`config.mk`:
```
export PLATFORM = sky130hd
export DESIGN_NAME = neuron_controller
export DESIGN_NICKNAME = d
export VERILOG_FILES = /design/src/rtl/neuron_ctrl_pkg.sv /design/src/rtl/neuron_chunk_counter.sv /design/src/rtl/neuron_controller.sv
export SDC_FILE = /design/constraint.sdc
export NUM_CORES = 1
export LEC_CHECK = 0
export BUFFER_PORTS_ARGS = -buffer_cell sky130_fd_sc_hd__buf_2
export CELL_PAD_IN_SITES_DETAIL_PLACEMENT = 1
export CELL_PAD_IN_SITES_GLOBAL_PLACEMENT = 2
export CORE_ASPECT_RATIO = 1.4
export CORE_MARGIN = 2
export CORE_UTILIZATION = 24
export DETAILED_ROUTE_END_ITERATION = 10
export GPL_TIMING_DRIVEN = 0
export MAX_ROUTING_LAYER = met4
export PLACE_DENSITY = 0.89
export SLEW_MARGIN = 15
export SYNTH_ARGS = -nofsm -noshare
export SYNTH_HDL_FRONTEND = slang
export SYNTH_SLANG_ARGS = --single-unit
```
`constraint.sdc`:
```
create_clock -name clk -period 3.8 [get_ports clk]
set_input_delay 0.57 -clock clk [delete_from_list [all_inputs] [get_ports clk]]
set_output_delay 0.57 -clock clk [all_outputs]
set_load 0.01 [all_outputs]
```
`src/rtl/neuron_ctrl_pkg.sv`:
```
// Shared types and defaults for the neuron sequencing controller.
package neuron_ctrl_pkg;
  localparam int NUM_CHUNKS_DEF = 8;
  localparam int ADDR_W_DEF = 3;
  localparam int CHUNK_W = 64;
  localparam int LANES = 8;
  localparam int LANE_W = CHUNK_W / LANES;

  typedef enum logic [2:0] {
    ST_IDLE    = 3'd0,
    ST_CLEAR   = 3'd1,
    ST_REQ     = 3'd2,
    ST_WAIT    = 3'd3,
    ST_CAPTURE = 3'd4,
    ST_DONE    = 3'd5
  } state_t;
endpackage

```
`src/rtl/neuron_chunk_counter.sv`:
```
// Chunk index counter with synchronous clear, increment and terminal-count flag.
module neuron_chunk_counter
  import neuron_ctrl_pkg::*;
#(
  parameter int NUM_CHUNKS = NUM_CHUNKS_DEF,
  parameter int ADDR_W = ADDR_W_DEF
) (
  input  logic              clk,
  input  logic              rst,
  input  logic              clr,
  input  logic              inc,
  output logic [ADDR_W-1:0] count,
  output logic              tc
);
  always_ff @(posedge clk or negedge rst) begin
    if (!rst) begin
      count <= '0;
    end else if (clr) begin
      count <= '0;
    end else if (inc) begin
      count <= count + ADDR_W'(1);
    end
  end

  assign tc = (count == ADDR_W'(NUM_CHUNKS - 1));
endmodule

```
`src/rtl/neuron_controller.sv`:
```
// Sequencer for one neuron datapath: clear, fetch NUM_CHUNKS chunks, then done.
// Define NEURON_CTRL_OUT_REG_EN to register the result in a CAPTURE state.
module neuron_controller
  import neuron_ctrl_pkg::*;
#(
  parameter int NUM_CHUNKS = NUM_CHUNKS_DEF,
  parameter int ADDR_W = ADDR_W_DEF
) (
  input  logic              clk,
  input  logic              rst,
  input  logic              start,
  output logic              busy,
  output logic              done,
  output logic [7:0]        result,
  output logic              chunk_rd,
  output logic [ADDR_W-1:0] chunk_addr,
  input  logic              chunk_vld,
  output logic              dp_clr,
  output logic              dp_ld,
  input  logic [7:0]        dp_out,
  output state_t            state
);
  logic last;
  logic cnt_clr;
  logic cnt_inc;

  // Memory handshake: chunk_rd is a one-cycle request; the response is the
  // first chunk_vld seen in WAIT, which fires dp_ld in that same cycle.
  assign dp_ld   = (state == ST_WAIT) && chunk_vld;
  assign cnt_clr = (state == ST_CLEAR);
  assign cnt_inc = dp_ld && !last;

  neuron_chunk_counter #(
    .NUM_CHUNKS(NUM_CHUNKS),
    .ADDR_W    (ADDR_W)
  ) u_counter (
    .clk  (clk),
    .rst  (rst),
    .clr  (cnt_clr),
    .inc  (cnt_inc),
    .count(chunk_addr),
    .tc   (last)
  );

`ifdef NEURON_CTRL_OUT_REG_EN
  logic [7:0] result_q;
`endif

  always_ff @(posedge clk or negedge rst) begin
    if (!rst) begin
      state    <= ST_IDLE;
      busy     <= 1'b0;
      done     <= 1'b0;
      chunk_rd <= 1'b0;
      dp_clr   <= 1'b0;
`ifdef NEURON_CTRL_OUT_REG_EN
      result_q <= '0;
`endif
    end else begin
      done     <= 1'b0;
      chunk_rd <= 1'b0;
      dp_clr   <= 1'b0;
      case (state)
        ST_IDLE: begin
          if (start) begin
            state  <= ST_CLEAR;
            busy   <= 1'b1;
            dp_clr <= 1'b1;
          end
        end
        ST_CLEAR: begin
          state    <= ST_REQ;
          chunk_rd <= 1'b1;
        end
        ST_REQ: state <= ST_WAIT;
        ST_WAIT: begin
          if (chunk_vld) begin
            if (last) begin
`ifdef NEURON_CTRL_OUT_REG_EN
              state <= ST_CAPTURE;
`else
              state <= ST_DONE;
              done  <= 1'b1;
`endif
            end else begin
              state    <= ST_REQ;
              chunk_rd <= 1'b1;
            end
          end
        end
`ifdef NEURON_CTRL_OUT_REG_EN
        ST_CAPTURE: begin
          result_q <= dp_out;
          state    <= ST_DONE;
          done     <= 1'b1;
        end
`endif
        ST_DONE: begin
          state <= ST_IDLE;
          busy  <= 1'b0;
        end
        default: begin
          state <= ST_IDLE;
          busy  <= 1'b0;
        end
      endcase
    end
  end

`ifdef NEURON_CTRL_OUT_REG_EN
  assign result = result_q;
`else
  // Unregistered result is only meaningful in the done cycle.
  assign result = done ? dp_out : 8'd0;
`endif
endmodule

```
==> out/results.ini, run 1 <==
[critical_path]
worstSetupStartpointType=flip-flop
worst-path-max-fanout=9
path_class=reg -> out
r2r_end=u_counter.count[2]
endpoint_kind=primary output
reg2regPathDepth=5
critical_path_required_ns=3.23
arrival_ns=1.24
reg2reg_setup_slack_ns=2.34
r2r_start=u_counter.count[0]

[sta]
finClkSkew_ns=0.00583
maxSlewHeadroom=0.844
timing_hold_violations_final=0
finalCritPeriodShare=0.475
period_needed_ns=1.81
slew_violations=0
hold_ws_ns=0.148
timing.setup.tns_ns=0
fmax_ghz=0.554
rsz0062_at_grt=no
tightestPinTransition_ns=0.234
setup_violations=0

[global_route]
grt_max_degree=11
grt_use_total=0.119
antenna_found_initial=0
first_global_vias=518
grt_pass1_wl_mm=2.21
overflow=0

[cts]
cts.clk_slew.worst_paths_ns=0.07
cts_buffer_depth=2
postCtsSetupBuffers=0
cts_tree=done
htreeDepth=1
cts_buffers=3
clk_latency_ns=0.27
root_buffer=clkbuf_4
cts_resized=0
cts_sinks=10
cts_hold_buf=0

[synth]
synth_area_um2=514
netlist_instances=52
yosys_warnings=0
synth-seq-cells=10
syn_nets=67
syn_avg_cell_area_um2=9.89
synthTopCellsByArea=dfrtp_1 (49%), and2_1 (12%), ha_1 (7.3%)
yosysSeqAreaShare=0.487
ys_types=14
synth_top_area_share=0.487
synth_area_leader_cell=dfrtp_1

[cells_and_area]
nets=102
antennaDiodeCount=0
final_layout_size_suffix_gt1_frac=0.419
stdcell_count=107
n_fill_cell=248
syn2layout_area_growth_pct=41.4

[detailed_routing]
drt_first_pass_iters=2
wirelength_mm=1.32
vias=507
viasPerCell=4.74
ant_nets=0
drc=0
wl_per_cell_um=12.3
first_iter_violations=1

[floorplanning]
die_area_mm2=0.00253
dieWidth_um=43.1
boundaryPins=31
die_h_um=58.8
rows=19
initial_core_util=0.258
core_area_mm2=0.00200

[min_path]
hold_class=in -> async

[power]
peakVddDrop_v=0.000247
power_leakage_nw=0.412
power_density_mw_per_mm2=672
power_mw=0.488

[place]
dp.cells=103
globalplace.congestion=0.732
hpwl_mm=1.07
io_buffers=30

[run_status]
outcome=complete, no violations

[job]
drv_cap=0

power breakdown:
part | internal [mW] | total [mW] | switching, mW
clock network | 0.0582 | 0.0968 | 0.0386
registers | 0.145 | 0.181 | 0.0360
logic | 0.0996 | 0.210 | 0.111
worst max path at each step:
stage | slack (ns) | startpoint | end | cells after the start
6_report | 1.99 | state[1] | dp_ld | 4
5_1_grt | 1.95 | state[2] | dp_ld | 3
4_1_cts | 1.98 | state[2] | dp_ld | 3
3_5_place_dp | 2.12 | chunk_vld | dp_ld | 4
3_3_place_gp | 2.12 | chunk_vld | dp_ld | 4
2_1_floorplan | 2.37 | chunk_vld | dp_ld | 2
state kept, by name, indices dropped and copies added (netlist names):
| signal | flops |
|---|---|
| chunk_rd | 1 |
| busy | 1 |
| u_counter.count | 3 |
| done | 1 |
| dp_clr | 1 |
| state | 3 |
worst max-delay path, cell delays in order, from the launching register on:
cell and delay [ns]:
dfrtp_1 0.39, buf_6 0.14, and4b_1 0.19, buf_6 0.13, buf_2 0.13
synth_stat cells, drive strengths merged:
cell,instances
nand3b,2
nor2,4
nand3,6
and2,10
and4b,1
and4,1
nor3,1
a21oi,3
nand2,6
nand2b,2
dfrtp,10
ha,3
buf,2
o21bai,1
cells by family after synthesis:
kind of cell | synth area share
compound gates | 0.0438
fa+ha+maj | 0.0730
simple gates | 0.353
flops | 0.487
buf+inv | 0.0438
layout make-up:
class                           count  area, um^2  area share
Clock buffer                        4        36.3      0.0499
Timing Repair Buffer               30         150       0.207
Tap cell                           21        26.3      0.0361
Multi-Input combinational cell     40         241       0.332
Sequential cell                    10         250       0.344
Buffer                              2        22.5      0.0310
metal layers:
metal  wire [um]  vias to the layer above  GRT usage
li1            -                      243          -
met1         541                      230      0.133
met2         563                       32      0.188
met3         197                        2     0.0460
met4          19                        0     0.0519
met5           0                        -          -
placed cells by master (no fill, tap or decap):
master and n:
buf_2 30, and2_1 10, dfrtp_1 10, nand2_1 6, nand3_1 6, nor2_1 4, a21oi_1 3, ha_1 3
clkbuf_4 3, buf_6 2, nand2b_1 2, nand3b_1 2, and4b_1 1, o21bai_1 1, and4_1 1, nor3_1 1
clkbuf_8 1
through the flow:
stage,utilization,instance area [um^2],setup slack (ns)
6_report,0.364,727,1.99
4_1_cts,0.364,727,1.98
5_1_grt,0.364,727,1.95
3_5_place_dp,0.346,691,2.12
2_1_floorplan,-,514,2.37
3_3_place_gp,0.346,691,2.12
No activity file was read; power rests on OpenSTA's default activity.
==> run 2: changes to the inputs <==
--- a/config.mk
+++ b/config.mk
@@ -10,11 +10,11 @@
 export CELL_PAD_IN_SITES_GLOBAL_PLACEMENT = 2
 export CORE_ASPECT_RATIO = 1.4
 export CORE_MARGIN = 2
-export CORE_UTILIZATION = 24
+export CORE_UTILIZATION = 20
 export DETAILED_ROUTE_END_ITERATION = 10
 export GPL_TIMING_DRIVEN = 0
 export MAX_ROUTING_LAYER = met4
-export PLACE_DENSITY = 0.89
+export PLACE_DENSITY = 0.8
 export SLEW_MARGIN = 15
 export SYNTH_ARGS = -nofsm -noshare
 export SYNTH_HDL_FRONTEND = slang
==> constraint.sdc (replaced) <==
create_clock -name clk -period 1.52 [get_ports clk]
set_input_delay 0.228 -clock clk [delete_from_list [all_inputs] [get_ports clk]]
set_output_delay 0.228 -clock clk [all_outputs]
set_load 0.01 [all_outputs]
==> run 2 against run 1 <==
Clock skew shrank 0.00084 ns. Cell area rose by 5.2%. Sequential share of layout area decreased by 1.5 points. First-iteration DRC count grew to 5.0 times the previous value. Flip-flop and latch count unchanged. Wire length grew 5.2%. Combinational power increased to 2.7 times the previous value. Largest power group unchanged. Highest routed layer unchanged.
==> out/results.ini, run 2 (same netlist as run 1, synthesis figures left out) <==
[run_status]
outcome=complete, no violations

[floorplanning]
dieWidth_um=46.9
die_h_um=64.0
die_area_mm2=0.00300
initial_core_util=0.213
core_area_mm2=0.00242
rows=21
boundaryPins=31

[detailed_routing]
drt_first_pass_iters=2
viasPerCell=4.22
wirelength_mm=1.39
first_iter_violations=5
drc=0
vias=515
ant_nets=0
wl_per_cell_um=11.4

[sta]
finClkSkew_ns=0.00500
tightestPinTransition_ns=0.233
fmax_ghz=0.680
period_needed_ns=1.47
rsz0062_at_grt=no
timing_hold_violations_final=0
setup_violations=0
slew_violations=0
timing.setup.tns_ns=0
maxSlewHeadroom=0.845
finalCritPeriodShare=0.968
fin_ws_ns=0.0488

[power]
switching_power_mw=0.477
seqPwrFrac=0.351
power_frac_comb=0.451
peakVddDrop_v=0.000420
power_leakage_nw=0.419
sw_frac_of_total=0.380
internal-power_mw=0.780
clock_power_share=0.198
power_density_mw_per_mm2=1640

[cells_and_area]
final_layout_size_suffix_gt1_frac=0.443
mostFrequentLayoutCells=buf_2 (30), and2_1 (10), dfrtp_1 (9)
antennaDiodeCount=0
final_area_um2=764
nets=104
reg_top3=state x3, u_counter.count x3
syn2layout_area_growth_pct=48.7
final_common_cell=buf_2

[cts]
htreeDepth=1
cts.clk_slew.worst_paths_ns=0.08
cts_sinks=10
root_buffer=clkbuf_4
clk_latency_ns=0.27
cts_buffer_depth=2
cts_tree=done
cts_buffers=3

[critical_path]
r2r_start=u_counter.count[1]
critical_path_required_ns=1.29
crit_start=state[1]
path_class=reg -> out
worst-path-max-fanout=9
endpoint_kind=primary output
reg2reg_setup_slack_ns=0.15
cp-endpoint=dp_ld
r2r_end=u_counter.count[1]
worstSetupStartpointType=flip-flop
reg2regPathDepth=5
arrival_ns=1.24

[place]
io_buffers=30
post-place-ws_ns=0.0737
post_dp_cell_area_um2=707
hpwl_mm=1.09
globalplace.congestion=0.689

[global_route]
first_global_vias=507
antenna_found_initial=0
grt_max_degree=11
grt_pass1_wl_mm=2.12
overflow=0
grt_use_total=0.101

[min_path]
hold_class=in -> reg

[job]
drv_cap=0

[run 2: cell types whose count changed in the layout (fill, tap and decap cells not counted)]
| cell | delta |
|---|---|
| dfrtp_1 | -1 |
| nand2b_2 | +1 |
| nand2b_1 | -1 |
| dlygate4sd3_1 | +1 |
| dfrtp_2 | +1 |
| buf_4 | +1 |
[run 2: power by group through the flow]
stage               clock network (mW)  registers (mW)  logic, mW
floorplan                            0           0.493      0.289
global placement                     0           0.458      0.522
detailed placement                   0           0.460      0.544
CTS                              0.257           0.454      0.547
global route                     0.268           0.460      0.647
finish                           0.249           0.442      0.566
[run 2: how the worst min path moves through the flow]
stage,start,to,slack (ns),cells past startpoint
floorplan,rst,busy,-0.07,0
global placement,rst,state[2],0.1,1
detailed placement,rst,done,0.11,1
CTS,start,dp_clr,0.17,3
global route,start,dp_clr,0.19,3
finish,start,dp_clr,0.18,3
[run 2: layout make-up]
class / instances / area, um^2
Buffer: 2 / 22.5
Timing Repair Buffer: 32 / 168
Clock buffer: 4 / 36.3
Tap cell: 34 / 42.5
Fill cell: 308 / 1650
Multi-Input combinational cell: 40 / 244
Sequential cell: 10 / 251
[run 2: metrics by stage]
step,std cells,total power [mW],util,hold WS [ns]
floorplan,52,0.781,-,-0.0676
global placement,116,0.980,0.292,0.0993
detailed placement,116,1.00,0.292,0.106
CTS,121,1.26,0.312,0.174
global route,122,1.37,0.316,0.188
finish,122,1.26,0.316,0.182
[run 2: per-layer routing]
| layer | global-route usage | vias to the layer above | part of all wire |
|---|---|---|---|
| li1 | - | 247 | - |
| met1 | 0.103 | 238 | 0.39 |
| met2 | 0.163 | 28 | 0.48 |
| met3 | 0.0198 | 2 | 0.12 |
| met4 | 0.0729 | 0 | 0.0094 |
| met5 | - | - | 0 |
[run 2: worst max-delay path: stages, from the launching register on]
cell and delay (ns):
dfrtp_1 0.39, buf_6 0.14, and4b_1 0.19, buf_6 0.13, buf_2 0.13
[run 2: timing repair]
| action | 4_1_cts | 5_1_grt |
|---|---|---|
| hold buffers | 1 | 0 |
| endpoints found under the hold margin | 10 | 0 |
| buffers inserted | 0 | 1 |
| resized for setup | 0 | 2 |
| setup endpoints to repair | 0 | 5 |
